<file path="src/rtl/l2_arbiter.sv">
// ---------------------------------------------------------------------------
// l2_arbiter
//
// Shares one line-wide L2 request port between the L1 I-cache and L1 D-cache
// miss interfaces. Only one L2 transaction is outstanding at a time. When both
// caches request in the same IDLE cycle, the one that did not win the previous
// tie is granted. The winner's address, write line and operation are latched so
// the L2 sees stable inputs for the whole transaction. Every completion is
// followed by one bubble cycle (DONE), which gives the requester time to drop
// its request before arbitration runs again.
//
// Optional feature (macro L2_ARB_PERF_CNT_EN):
//   Adds the grant counters i_grant_cnt/d_grant_cnt and stall_cnt. stall_cnt
//   counts cycles where one side waits while the other side is being served.
//   When the macro is undefined these ports do not exist.
//
// Ports:
//   clk, rst                     clock, synchronous active-high reset
//   i_read/i_address             I-cache line read request (held until i_resp)
//   i_rdata/i_resp               line and one-cycle completion to the I-cache
//   d_read/d_write/d_address     D-cache request (held until d_resp)
//   d_wdata                      D-cache write line
//   d_rdata/d_resp               line and one-cycle completion to the D-cache
//   l2_read/l2_write             L2 strobes, held until l2_resp
//   l2_address/l2_wdata          latched address / write line of the grant
//   l2_rdata/l2_resp             L2 read line and one-cycle completion
// ---------------------------------------------------------------------------
module l2_arbiter #(
    parameter int width  = 256,
    parameter int awidth = 32
) (
    input  logic              clk,
    input  logic              rst,
`ifdef L2_ARB_PERF_CNT_EN
    output logic [31:0]       i_grant_cnt,
    output logic [31:0]       d_grant_cnt,
    output logic [31:0]       stall_cnt,
`endif
    input  logic              i_read,
    input  logic [awidth-1:0] i_address,
    output logic [width-1:0]  i_rdata,
    output logic              i_resp,
    input  logic              d_read,
    input  logic              d_write,
    input  logic [awidth-1:0] d_address,
    input  logic [width-1:0]  d_wdata,
    output logic [width-1:0]  d_rdata,
    output logic              d_resp,
    output logic              l2_read,
    output logic              l2_write,
    output logic [awidth-1:0] l2_address,
    output logic [width-1:0]  l2_wdata,
    input  logic [width-1:0]  l2_rdata,
    input  logic              l2_resp
);

    typedef enum logic [1:0] {
        IDLE    = 2'd0,
        SERVE_I = 2'd1,
        SERVE_D = 2'd2,
        DONE    = 2'd3
    } state_t;

    localparam logic GRANT_I = 1'b0;
    localparam logic GRANT_D = 1'b1;

    state_t state_reg, state_next;
    logic   last_grant_reg, last_grant_next;

    logic              l2_read_reg;
    logic              l2_write_reg;
    logic [awidth-1:0] l2_address_reg;
    logic [width-1:0]  l2_wdata_reg;

    logic i_req;
    logic d_req;
    logic grant_i;
    logic grant_d;

    assign i_req = i_read;
    assign d_req = d_read | d_write;

    // -----------------------------------------------------------------------
    // State register
    // -----------------------------------------------------------------------
    always_ff @(posedge clk) begin
        if (rst) begin
            state_reg      <= IDLE;
            last_grant_reg <= GRANT_D;   // I-cache wins the first tie
        end else begin
            state_reg      <= state_next;
            last_grant_reg <= last_grant_next;
        end
    end

    // -----------------------------------------------------------------------
    // Next-state logic
    // last_grant only moves when a tie is resolved; a lone requester is
    // granted without disturbing the tie-break history.
    // -----------------------------------------------------------------------
    always_comb begin
        state_next      = state_reg;
        last_grant_next = last_grant_reg;
        case (state_reg)
            IDLE: begin
                if (i_req && d_req) begin
                    if (last_grant_reg == GRANT_D) begin
                        state_next      = SERVE_I;
                        last_grant_next = GRANT_I;
                    end else begin
                        state_next      = SERVE_D;
                        last_grant_next = GRANT_D;
                    end
                end else if (i_req) begin
                    state_next = SERVE_I;
                end else if (d_req) begin
                    state_next = SERVE_D;
                end
            end
            SERVE_I, SERVE_D: begin
                if (l2_resp) begin
                    state_next = DONE;
                end
            end
            DONE:    state_next = IDLE;
            default: state_next = IDLE;
        endcase
    end

    // -----------------------------------------------------------------------
    // Output logic: completions are a combinational pass-through of l2_resp
    // while the matching side is being served. Gating with rst keeps a
    // response arriving in the reset cycle from leaking to a requester.
    // -----------------------------------------------------------------------
    always_comb begin
        i_resp  = 1'b0;
        d_resp  = 1'b0;
        i_rdata = '0;
        d_rdata = '0;
        if (!rst && l2_resp) begin
            if (state_reg == SERVE_I) begin
                i_resp  = 1'b1;
                i_rdata = l2_rdata;
            end else if (state_reg == SERVE_D) begin
                d_resp  = 1'b1;
                d_rdata = l2_rdata;
            end
        end
    end

    // -----------------------------------------------------------------------
    // Request latch toward the L2. Loaded on the IDLE->SERVE edge, strobes
    // cleared on the completion edge so they are low in DONE.
    // -----------------------------------------------------------------------
    assign grant_i = (state_reg == IDLE) && (state_next == SERVE_I);
    assign grant_d = (state_reg == IDLE) && (state_next == SERVE_D);

    always_ff @(posedge clk) begin
        if (rst) begin
            l2_read_reg    <= 1'b0;
            l2_write_reg   <= 1'b0;
            l2_address_reg <= '0;
            l2_wdata_reg   <= '0;
        end else if (grant_i) begin
            l2_read_reg    <= 1'b1;
            l2_write_reg   <= 1'b0;
            l2_address_reg <= i_address;
            l2_wdata_reg   <= '0;
        end else if (grant_d) begin
            // A simultaneous read and write from the D-cache is a write.
            l2_read_reg    <= d_read & ~d_write;
            l2_write_reg   <= d_write;
            l2_address_reg <= d_address;
            l2_wdata_reg   <= d_wdata;
        end else if (((state_reg == SERVE_I) || (state_reg == SERVE_D)) && l2_resp) begin
            l2_read_reg    <= 1'b0;
            l2_write_reg   <= 1'b0;
        end
    end

    assign l2_read    = l2_read_reg;
    assign l2_write   = l2_write_reg;
    assign l2_address = l2_address_reg;
    assign l2_wdata   = l2_wdata_reg;

`ifdef L2_ARB_PERF_CNT_EN
    // -----------------------------------------------------------------------
    // Performance counters (wrap modulo 2^32)
    // -----------------------------------------------------------------------
    logic [31:0] i_grant_cnt_reg;
    logic [31:0] d_grant_cnt_reg;
    logic [31:0] stall_cnt_reg;
    logic        stall;

    // At most one side can be waiting while the other is served.
    assign stall = ((state_reg == SERVE_I) && d_req) ||
                   ((state_reg == SERVE_D) && i_req);

    always_ff @(posedge clk) begin
        if (rst) begin
            i_grant_cnt_reg <= '0;
            d_grant_cnt_reg <= '0;
            stall_cnt_reg   <= '0;
        end else begin
            if (grant_i) i_grant_cnt_reg <= i_grant_cnt_reg + 32'd1;
            if (grant_d) d_grant_cnt_reg <= d_grant_cnt_reg + 32'd1;
            if (stall)   stall_cnt_reg   <= stall_cnt_reg + 32'd1;
        end
    end

    assign i_grant_cnt = i_grant_cnt_reg;
    assign d_grant_cnt = d_grant_cnt_reg;
    assign stall_cnt   = stall_cnt_reg;
`endif

endmodule

</file>
<file path="config.mk">
export PLATFORM = sky130hd
export DESIGN_NAME = l2_arbiter
export DESIGN_NICKNAME = d
export VERILOG_FILES = /design/src/rtl/l2_arbiter.sv
export SDC_FILE = /design/constraint.sdc
export NUM_CORES = 1
export LEC_CHECK = 0
export ABC_AREA = 1
export CORE_AREA = 2 2 541 543
export DETAILED_ROUTE_END_ITERATION = 8
export DIE_AREA = 0 0 543 545
export HOLD_SLACK_MARGIN = 0.06
export SETUP_SLACK_MARGIN = 0.05
export SLEW_MARGIN = 20
export SYNTH_ARGS = -nofsm -noshare
export SYNTH_HDL_FRONTEND = slang
export SYNTH_SLANG_ARGS = --single-unit
</file>
<file path="constraint.sdc">
create_clock -name clk -period 3.78 [get_ports clk]
set_clock_uncertainty 0.1 [all_clocks]
set_input_delay 0.378 -clock clk [delete_from_list [all_inputs] [get_ports clk]]
set_output_delay 0.378 -clock clk [all_outputs]
set_load 0.005 [all_outputs]
</file>
==> results of run 1 <==
per-stage QoR:
| stage | power, mW | instance area, sq um | utilization (%) |
|---|---|---|---|
| global placement | 9.69 | 33600 | 11.6 |
| CTS | 14.3 | 35100 | 12.1 |
| floorplan | 5.61 | 14400 | - |
| finish | 13.9 | 35200 | 12.1 |
| global route | 14.7 | 35100 | 12.1 |
| detailed placement | 9.69 | 33600 | 11.6 |
logic make-up after synthesis:
group | count (synthesis) | share of synthesized area, %
AO/OA/AOI/OAI | 264 | 9.23
adder cells (fa/ha/maj) | 4 | 0.349
buffers and inverters | 534 | 15.2
flip-flops | 293 | 40.8
AND/OR/NAND/NOR | 1279 | 34.4
placed cells by master, fill, tap and decap left out, types with 2 or more instances in the layout:
cell type        count
nand2_2              2
o21ai_0              2
clkdlybuf4s50_1   1239
clkinv_2             5
o21ai_1              3
dfxtp_1            293
bufinv_16            7
buf_12             100
clkbuf_16           43
clkbuf_1             6
buf_4               91
diode_2             46
clkinv_4             2
clkinvlp_4           2
ha_1                 4
nand2_1            619
inv_6                3
inv_8                2
nor2_1             552
clkbuf_8             4
nand2_4              2
nand3_1             99
inv_1              364
a21oi_1            258
worst min-delay path: cells and delay by family:
| kind | cells | cell delay, ns |
|---|---|---|
| buf+inv | 1 | 0.40 |
| compound gates | 1 | 0.05 |
| simple gates | 1 | 0.06 |
what timing repair did:
item,CTS,global route
endpoints found under the hold margin,0,0
setup endpoints to repair,0,77
gates resized for setup,0,2
power by group:
group          internal, mW  switching, mW  total (mW)
clock network          2.60           1.80        4.41
logic                  2.18           3.51        5.69
registers              3.56          0.246        3.81
total                  8.34           5.56        13.9
final cells by class:
cell class	count	area (sq um)	area share (%)
sequential	293	5870	16.7
timing repair buffer	1432	15100	43.0
inverter	368	1400	3.97
clock buffer	52	1130	3.21
tap	3900	4880	13.9
clock inverter	20	324	0.920
multi-input combinational	1547	6360	18.1
antenna	46	115	0.327
path summary, 6_finish.rpt:
| path | endpoint | from | cells after the start | slack (ns) |
|---|---|---|---|---|
| max reg2reg | l2_wdata[42]$_SDFFE_PP0P_ | state_reg[0]$_SDFF_PP0_ | 12 | 0.87 |
| min reg2reg | l2_wdata[194]$_SDFFE_PP0P_ | l2_wdata[194]$_SDFFE_PP0P_ | 2 | 0.36 |
| max | i_rdata[166] | state_reg[1]$_SDFF_PP0_ | 8 | 0.20 |
| min | l2_wdata[199]$_SDFFE_PP0P_ | d_wdata[199] | 3 | 0.19 |
per-layer routing:
layer | track usage (%) | share of wire, % | vias up
met4 | 3.34 | 2.5 | 62
met2 | 23.4 | 38 | 1497
met5 | 0 | 0.15 | -
met3 | 13.8 | 19 | 417
met1 | 19.8 | 40 | 9742
li1 | - | - | 9711
==> flow_metrics.env, run 1 <==
export IMPL_status="completed"
export IMPL_largest_reg_flops=256
export IMPL_crit_chain="inv_1, ha_1, inv_1, nor2_1, inv_8, buf_12, nor2_1, clkdlybuf4s50_1"
export IMPL_fin_crit_sh_pct=94.6
export IMPL_fillers=33624
export IMPL_dieArea_sq_um=296000
export IMPL_ys_flop_type="dfxtp_1"
export IMPL_setup_viol=0
export IMPL_crit_family="buffers and inverters"
export IMPL_netlist_instances=2374
export IMPL_drtIter0Drc=1578
export IMPL_wl_per_cell_microns=34.1
export IMPL_start_util_pct=4.95
export IMPL_synth_top_area_cell="dfxtp_1"
export IMPL_crit_required_ns=3.30
export IMPL_path_clk_slew_ns=0.07
export IMPL_drive_gt1_share_pct=7.27
export IMPL_layout_cells_non_filler=7658
export IMPL_crit_slowest_cell="clkdlybuf4s50_1"
export IMPL_synth_top_cells_by_area="dfxtp_1 (41%), nand2_1 (16%), nor2_1 (14%)"
export IMPL_synth_ff_latch_count=293
export IMPL_ant_nets=0
export IMPL_fin_ws_ns=0.202
export IMPL_tightest_slew_ns=0.898
export IMPL_syn_area_sq_um=14400
export IMPL_nets=4269
export IMPL_grt_max_degree=177
export IMPL_antenna_found_initial=257
export IMPL_avgSynthCellArea_sq_um=6.05
export IMPL_startpoint_type="register"
export IMPL_post_place_ws_ns=0.338
export IMPL_tns_ns=0
export IMPL_crit_buf_inv=5
export IMPL_ys_warn_count=0
export IMPL_cp_arrival_ns=3.10
export IMPL_holdWs_ns=0.185
export IMPL_cp_end_kind="output pin"
export IMPL_slew_viol_final=0
export IMPL_slew_limit_headroom_pct=40.1
export IMPL_syn_num_nets=2960
export IMPL_synth_edf_count=0
export IMPL_p_leak_nw=13.5
export IMPL_cts_sinks=293
export IMPL_grt_pass1_vias=19734
export IMPL_avgViaCountPerCell=2.80
export IMPL_row_count=198
export IMPL_max_cap_violations=0
export IMPL_dpl_cell_count=7539
export IMPL_rsz0062_at_grt="false"
export IMPL_async_reset_ff_share_pct=0
export IMPL_fmax_ghz=0.280
export IMPL_wl_mm=261
export IMPL_dp_hpwl_mm=238
export IMPL_grt_pass1_wl_mm=300
export IMPL_yosysMostFrequentCell="nand2_1"
export IMPL_postCtsHoldBufs=0
export IMPL_cts_root_buf="clkbuf_16"
export IMPL_worstPathMaxFanout=68
export IMPL_dieWidth_microns=543
export IMPL_clock_latency_ns=0.64
export IMPL_io_buffers=1385
export IMPL_yosysTopAreaCellShare_pct=40.8
export IMPL_hold_class="input pin to register"
export IMPL_max_stage_delay_ns=0.60
export IMPL_yosys_top_cells_count="nand2_1 (622), nor2_1 (553), inv_1 (365)"
export IMPL_vias=21429
export IMPL_synth_cell_type_count=20
export IMPL_ios=1386
export IMPL_coreArea_sq_um=290000
export IMPL_cts_setup_buffers=0
export IMPL_place_gp_congestion=0.974
export IMPL_syn_to_final_growth_pct=145
export IMPL_max_vdd_ir_drop_mv=0.320
export IMPL_path_class="register to output pin"
export IMPL_hold_viol_final=0
export IMPL_power_density_nw_per_um2=395
export IMPL_h_tree_depth=2
export IMPL_grt_use_total_pct=16.9
export IMPL_cts_buffer_depth=3
export IMPL_drc_errors=0
export IMPL_cts_made_buffers=41
export IMPL_final_min_clock_period_ns=3.58
export IMPL_tritoncts="built"
export IMPL_gr_total_overflow=0
export IMPL_seq_area_frac_synth_pct=40.8
export IMPL_dieHeight_microns=545
export IMPL_first_pass_iters=5
(Power assumes the default switching activity.)
==> inputs of run 2 (changes only) <==
--- a/config.mk
+++ b/config.mk
@@ -6,9 +6,10 @@
 export NUM_CORES = 1
 export LEC_CHECK = 0
 export ABC_AREA = 1
-export CORE_AREA = 2 2 541 543
+export CORE_AREA = 10 10 534 536
 export DETAILED_ROUTE_END_ITERATION = 8
-export DIE_AREA = 0 0 543 545
+export DIE_AREA = 0 0 544 546
+export GPL_TIMING_DRIVEN = 0
 export HOLD_SLACK_MARGIN = 0.06
 export SETUP_SLACK_MARGIN = 0.05
 export SLEW_MARGIN = 20
==> constraint.sdc (replaced) <==
create_clock -name clk -period 3.54 [get_ports clk]
set_clock_uncertainty 0.1 [all_clocks]
set_input_delay 0.354 -clock clk [delete_from_list [all_inputs] [get_ports clk]]
set_output_delay 0.354 -clock clk [all_outputs]
set_load 0.005 [all_outputs]
==> flow_metrics.env, run 2 (same netlist as run 1, synthesis figures left out) <==
export IMPL_dieArea_sq_um=297000
export IMPL_first_pass_iters=8
export IMPL_coreArea_sq_um=275000
export IMPL_h_tree_depth=2
export IMPL_max_stage_delay_ns=0.56
export IMPL_dieWidth_microns=544
export IMPL_power_density_nw_per_um2=429
export IMPL_postCtsHoldBufs=0
export IMPL_antenna_found_initial=202
export IMPL_crit_slowest_cell="clkdlybuf4s50_1"
export IMPL_wl_mm=279
export IMPL_ant_nets=0
export IMPL_layout_cells_non_filler=7470
export IMPL_dpl_cell_count=7366
export IMPL_clock_latency_ns=0.63
export IMPL_avgViaCountPerCell=2.99
export IMPL_syn_to_final_growth_pct=140
export IMPL_dieHeight_microns=546
export IMPL_cts_root_buf="clkbuf_16"
export IMPL_startpoint_type="register"
export IMPL_tightest_slew_ns=0.825
export IMPL_fin_area_sq_um=34500
export IMPL_hold_viol_final=0
export IMPL_grt_use_total_pct=17.7
export IMPL_fin_crit_sh_pct=96.2
export IMPL_crit_buf_inv=6
export IMPL_vias=22325
export IMPL_ios=1386
export IMPL_place_area_sq_um=32700
export IMPL_gr_total_overflow=0
export IMPL_crit_family="buffers and inverters"
export IMPL_nets=4385
export IMPL_row_count=193
export IMPL_path_class="register to output pin"
export IMPL_hold_class="input pin to register"
export IMPL_power_mw=14.8
export IMPL_wl_per_cell_microns=37.4
export IMPL_final_min_clock_period_ns=3.40
export IMPL_grt_max_degree=15
export IMPL_p_leak_nw=14.3
export IMPL_tritoncts="built"
export IMPL_cp_arrival_ns=2.95
export IMPL_drtIter0Drc=1869
export IMPL_worstPathMaxFanout=10
export IMPL_crit_required_ns=3.09
export IMPL_path_clk_slew_ns=0.06
export IMPL_drc_errors=0
export IMPL_fmax_ghz=0.294
export IMPL_most_common_layout_cells="clkdlybuf4s50_1 (1231), nand2_1 (620), nor2_1 (516), inv_1 (364), dfxtp_1 (293)"
export IMPL_grt_pass1_wl_mm=322
export IMPL_grt_pass1_vias=21165
export IMPL_fillers=31949
export IMPL_dp_hpwl_mm=260
export IMPL_slew_limit_headroom_pct=45.0
export IMPL_slew_viol_final=0
export IMPL_cts_sinks=293
export IMPL_largest_reg_flops=256
export IMPL_status="completed"
export IMPL_cts_made_buffers=39
export IMPL_cp_end_kind="output pin"
export IMPL_drive_gt1_share_pct=7.44
export IMPL_max_vdd_ir_drop_mv=0.320
export IMPL_place_gp_congestion=1.01
export IMPL_io_buffers=1385
export IMPL_mostFrequentLayoutCell="clkdlybuf4s50_1"
export IMPL_max_cap_violations=0
export IMPL_cts_buffer_depth=3
export IMPL_setup_viol=0
export IMPL_start_util_pct=5.23
export IMPL_crit_chain="inv_1, ha_1, inv_1, nor2_4, inv_2, clkbuf_8, clkbuf_8, nor2_1, clkdlybuf4s50_1"
export IMPL_rsz0062_at_grt="true"
[run 2: routing by layer]
layer  part of all wire (%)  GRT usage (%)  vias to the layer above  wire length (microns)
met5                   0.12              0                        -                    346
met4                    1.9           2.93                       56                   5250
met3                     17           13.1                      336                  48500
met2                     38           24.3                     1615                 106000
met1                     43           22.4                    10362                 119000
li1                       -              -                     9956                      -
[run 2: what timing repair did]
| action | CTS | global route |
|---|---|---|
| gates cloned | 0 | 0 |
| gates resized for setup | 296 | 74 |
| setup buffers | 0 | 0 |
| setup endpoints to repair | 672 | 388 |
| pin swaps | 0 | 1 |
[run 2: where the power goes]
part / total (mW) / switching, mW / internal, mW
sequential: 4.09 / 0.293 / 3.80
combinational: 6.17 / 3.87 / 2.29
clock: 4.54 / 1.91 / 2.63
total: 14.8 / 6.08 / 8.72
[run 2: cell type report]
class	count	area (sq um)	area share, %
antenna	33	82.6	0.239
buffer	165	957	2.77
clock buffer	47	1070	3.09
clock inverter	25	334	0.969
inverter	368	1380	4.00
multi-input combinational	1547	6470	18.7
sequential	293	5870	17.0
tap	3607	4510	13.1
timing repair buffer	1385	13800	40.1
[run 2: worst paths after layout]
path | to | slack [ns] | depth (start not counted) | startpoint
max | i_rdata[28] | 0.14 | 9 | state_reg[1]$_SDFF_PP0_
min | l2_wdata[2]$_SDFFE_PP0P_ | 0.17 | 3 | d_wdata[2]
max reg2reg | l2_wdata[235]$_SDFFE_PP0P_ | 0.38 | 11 | state_reg[1]$_SDFF_PP0_
min reg2reg | l2_wdata[224]$_SDFFE_PP0P_ | 0.36 | 2 | l2_wdata[224]$_SDFFE_PP0P_
[run 2: stage by stage]
step	setup slack [ns]	utilization, %	hold WS, ns	setup TNS, ns
detailed placement	-1.17	11.9	0.354	-248.19
global route	-0.0130	12.5	0.147	-0.0200
CTS	0.00738	12.5	0.102	0
finish	0.135	12.6	0.173	0
global placement	-1.61	11.9	0.352	-348.46
floorplan	1.47	-	0.323	0
[run 2: worst min-delay path, cell delays in order]
cell and delay (ns):
clkdlybuf4s50_1 0.39, nand2_1 0.06, a21oi_1 0.05
==> inputs of run 3 (changes only) <==
--- a/config.mk
+++ b/config.mk
@@ -5,10 +5,10 @@
 export SDC_FILE = /design/constraint.sdc
 export NUM_CORES = 1
 export LEC_CHECK = 0
-export ABC_AREA = 1
-export CORE_AREA = 10 10 534 536
+export CORE_AREA = 10 10 533 535
+export CTS_BUF_LIST = sky130_fd_sc_hd__clkbuf_4 sky130_fd_sc_hd__clkbuf_8
 export DETAILED_ROUTE_END_ITERATION = 8
-export DIE_AREA = 0 0 544 546
+export DIE_AREA = 0 0 543 545
 export GPL_TIMING_DRIVEN = 0
 export HOLD_SLACK_MARGIN = 0.06
 export SETUP_SLACK_MARGIN = 0.05
==> flow_metrics.env, run 3 <==
export IMPL_startpoint_type="register"
export IMPL_fillers=31358
export IMPL_cp_arrival_ns=2.91
export IMPL_fin_crit_sh_pct=95.2
export IMPL_syn_area_sq_um=13900
export IMPL_top_layer="met5"
export IMPL_antenna_found_initial=202
export IMPL_fin_ws_ns=0.171
export IMPL_io_buffers=1385
export IMPL_cts_buffer_depth=3
export IMPL_slew_limit_headroom_pct=30.3
export IMPL_final_min_clock_period_ns=3.37
export IMPL_grt_use_total_pct=16.6
export IMPL_grt_max_degree=19
export IMPL_path_clk_slew_ns=0.06
export IMPL_slew_viol_final=0
export IMPL_grt_pass1_wl_mm=304
export IMPL_max_vdd_ir_drop_mv=0.340
export IMPL_nets=4189
export IMPL_ys_flop_type="dfxtp_1"
export IMPL_dieHeight_microns=545
export IMPL_timing_rr_end="l2_wdata[79]$_SDFFE_PP0P_"
export IMPL_max_cap_violations=0
export IMPL_dieArea_sq_um=296000
export IMPL_first_pass_iters=6
export IMPL_cts_made_buffers=58
export IMPL_dp_hpwl_mm=238
export IMPL_synth_cell_type_count=33
export IMPL_drive_gt1_share_pct=9.39
export IMPL_ios=1386
export IMPL_synth_edf_count=0
export IMPL_tritoncts="built"
export IMPL_ys_warn_count=0
export IMPL_syn_num_nets=2418
export IMPL_async_reset_ff_share_pct=0
export IMPL_fmax_ghz=0.297
export IMPL_vias=21548
export IMPL_p_leak_nw=14.4
export IMPL_critPathCapture="d_rdata[71]"
export IMPL_crit_required_ns=3.09
export IMPL_ant_nets=0
export IMPL_path_class="register to output pin"
export IMPL_coreArea_sq_um=273000
export IMPL_dpl_cell_count=6808
export IMPL_yosysMostFrequentCell="nand2_1"
export IMPL_post_place_ws_ns=-1.38
export IMPL_drc_errors=0
export IMPL_tightest_slew_ns=1.05
export IMPL_place_gp_congestion=0.986
export IMPL_avgViaCountPerCell=2.94
export IMPL_reg2reg_from="state_reg[1]$_SDFF_PP0_"
export IMPL_start_util_pct=5.08
export IMPL_r2r_cells=10
export IMPL_hold_class="input pin to register"
export IMPL_synth_top_area_cell="dfxtp_1"
export IMPL_mostFrequentLayoutCell="clkdlybuf4s50_1"
export IMPL_cts_root_buf="clkbuf_8"
export IMPL_hold_viol_final=0
export IMPL_yosys_top_cells_count="nand2_1 (516), and2_1 (512), dfxtp_1 (293)"
export IMPL_synth_top_cells_by_area="dfxtp_1 (42%), and2_1 (23%), nand2_1 (14%)"
export IMPL_netlist_instances=1832
export IMPL_wl_met1_mm=98.5
export IMPL_grt_pass1_vias=21275
export IMPL_largest_reg_flops=256
export IMPL_most_common_layout_cells="clkdlybuf4s50_1 (1012), nand2_1 (516), and2_1 (503), dlygate4sd3_1 (300), dfxtp_1 (292)"
export IMPL_avgSynthCellArea_sq_um=7.56
export IMPL_clock_latency_ns=0.81
export IMPL_power_density_nw_per_um2=416
export IMPL_layout_cells_non_filler=7333
export IMPL_seq_area_frac_synth_pct=42.3
export IMPL_crit_start="state_reg[0]$_SDFF_PP0_"
export IMPL_power_mw=15.6
export IMPL_rrSetupSlack_ns=0.34
export IMPL_worstPathMaxFanout=10
export IMPL_rsz0062_at_grt="true"
export IMPL_wl_per_cell_microns=35.6
export IMPL_row_count=192
export IMPL_synth_ff_latch_count=293
export IMPL_wl_mm=261
export IMPL_cp_end_kind="output pin"
export IMPL_drtIter0Drc=1420
export IMPL_h_tree_depth=2
export IMPL_gr_total_overflow=0
export IMPL_worstHoldPathCells=3
export IMPL_syn_to_final_growth_pct=170
export IMPL_dr_wl_met3_mm=37.2
export IMPL_yosysTopAreaCellShare_pct=42.3
export IMPL_dieWidth_microns=543
export IMPL_cts_sinks=293
export IMPL_wl_met2_mm=113
export IMPL_setup_viol=0
export IMPL_status="completed"
==> run 3: cell types whose count changed in the layout (fill, tap and decap cells not counted), sizes merged, moves of 108 or more <==
| cell | change |
|---|---|
| nor2 | -551 |
| and2 | +511 |
| inv | -370 |
| dlygate4sd3 | +300 |
| clkdlybuf4s50 | -219 |
| dlygate4sd2 | +145 |
| nand2 | -108 |
==> run 3: layer usage <==
| layer | track usage, % | up-vias |
|---|---|---|
| met5 | 0 | - |
| met4 | 6.36 | 48 |
| met3 | 10.1 | 399 |
| met2 | 26.1 | 1560 |
| met1 | 18.3 | 10032 |
| li1 | - | 9509 |
==> run 3: cells by family (layout without fill, tap and decap cells) <==
logic type / after synthesis / after routing / share of synthesized area (%)
simple gates: 1046 / 1046 / 37.9
compound gates: 301 / 301 / 12.1
flops: 293 / 293 / 42.3
buf+inv: 155 / 1966 / 4.92
mux: 32 / 32 / 2.31
fa+ha+maj: 4 / 4 / 0.361
xor+xnor: 1 / 1 / 0.0632
other cells: 0 / 101 / 0
==> run 3: final cells by class <==
cell class	instances	area (sq um)	share of cell area, %
repair buffers	1712	16700	44.7
multi-input cells	1384	7360	19.7
flip-flops and latches	293	5870	15.7
well taps	3589	4490	12.0
plain buffers	152	1420	3.79
clock buffers	80	1040	2.79
diodes	101	253	0.676
clock inverters	20	231	0.619
inverters	2	7.51	0.0201
==> run 3: repair_timing <==
| action | 4_1_cts | 5_1_grt |
|---|---|---|
| gates resized for setup | 779 | 92 |
| gates cloned | 4 | 0 |
| setup endpoints to repair | 575 | 99 |
| buffers inserted | 18 | 3 |
| hold buffers | 300 | 0 |
| endpoints found under the hold margin | 285 | 0 |
==> run 3: report_power, final <==
group	internal, mW	total, mW	switching, mW	leakage (nW)
Combinational	2.89	7.32	4.43	11.4
Sequential	3.90	4.24	0.338	2.39
Clock	2.15	4.00	1.85	0.663
==> run 3: critical path: stages, from the launching register on <==
cell           delay, ns
dfxtp_4             0.37
inv_2               0.05
ha_1                0.19
and3b_1             0.19
nor2b_4             0.13
buf_12              0.13
buf_12              0.13
clkbuf_16           0.17
buf_12              0.14
clkbuf_8            0.16
and2_1              0.16
dlygate4sd2_1       0.28
==> run 3: worst min-delay path by stage <==
| stage | from | endpoint | slack [ns] |
|---|---|---|---|
| after floorplan | rst | state_reg[1]$_SDFF_PP0_ | 0.32 |
| after global placement | l2_wdata[215]$_SDFFE_PP0P_ | l2_wdata[215]$_SDFFE_PP0P_ | 0.34 |
| after detailed placement | l2_wdata[218]$_SDFFE_PP0P_ | l2_wdata[218]$_SDFFE_PP0P_ | 0.35 |
| after CTS | i_address[21] | l2_address[21]$_SDFFE_PP0P_ | 0.07 |
| after global routing | i_address[21] | l2_address[21]$_SDFFE_PP0P_ | 0.08 |
| final | d_wdata[135] | l2_wdata[135]$_SDFFE_PP0P_ | 0.17 |
==> run 3: stage by stage <==
step / cell area (sq um) / hold slack (ns) / util (%) / TNS (ns)
detailed placement: 32300 / 0.346 / 11.8 / -346.55
floorplan: 13900 / 0.323 / - / 0
CTS: 37200 / 0.0695 / 13.6 / -0.522
finish: 37400 / 0.175 / 13.7 / 0
global placement: 32200 / 0.341 / 11.8 / -493.66
global route: 37300 / 0.0830 / 13.7 / 0
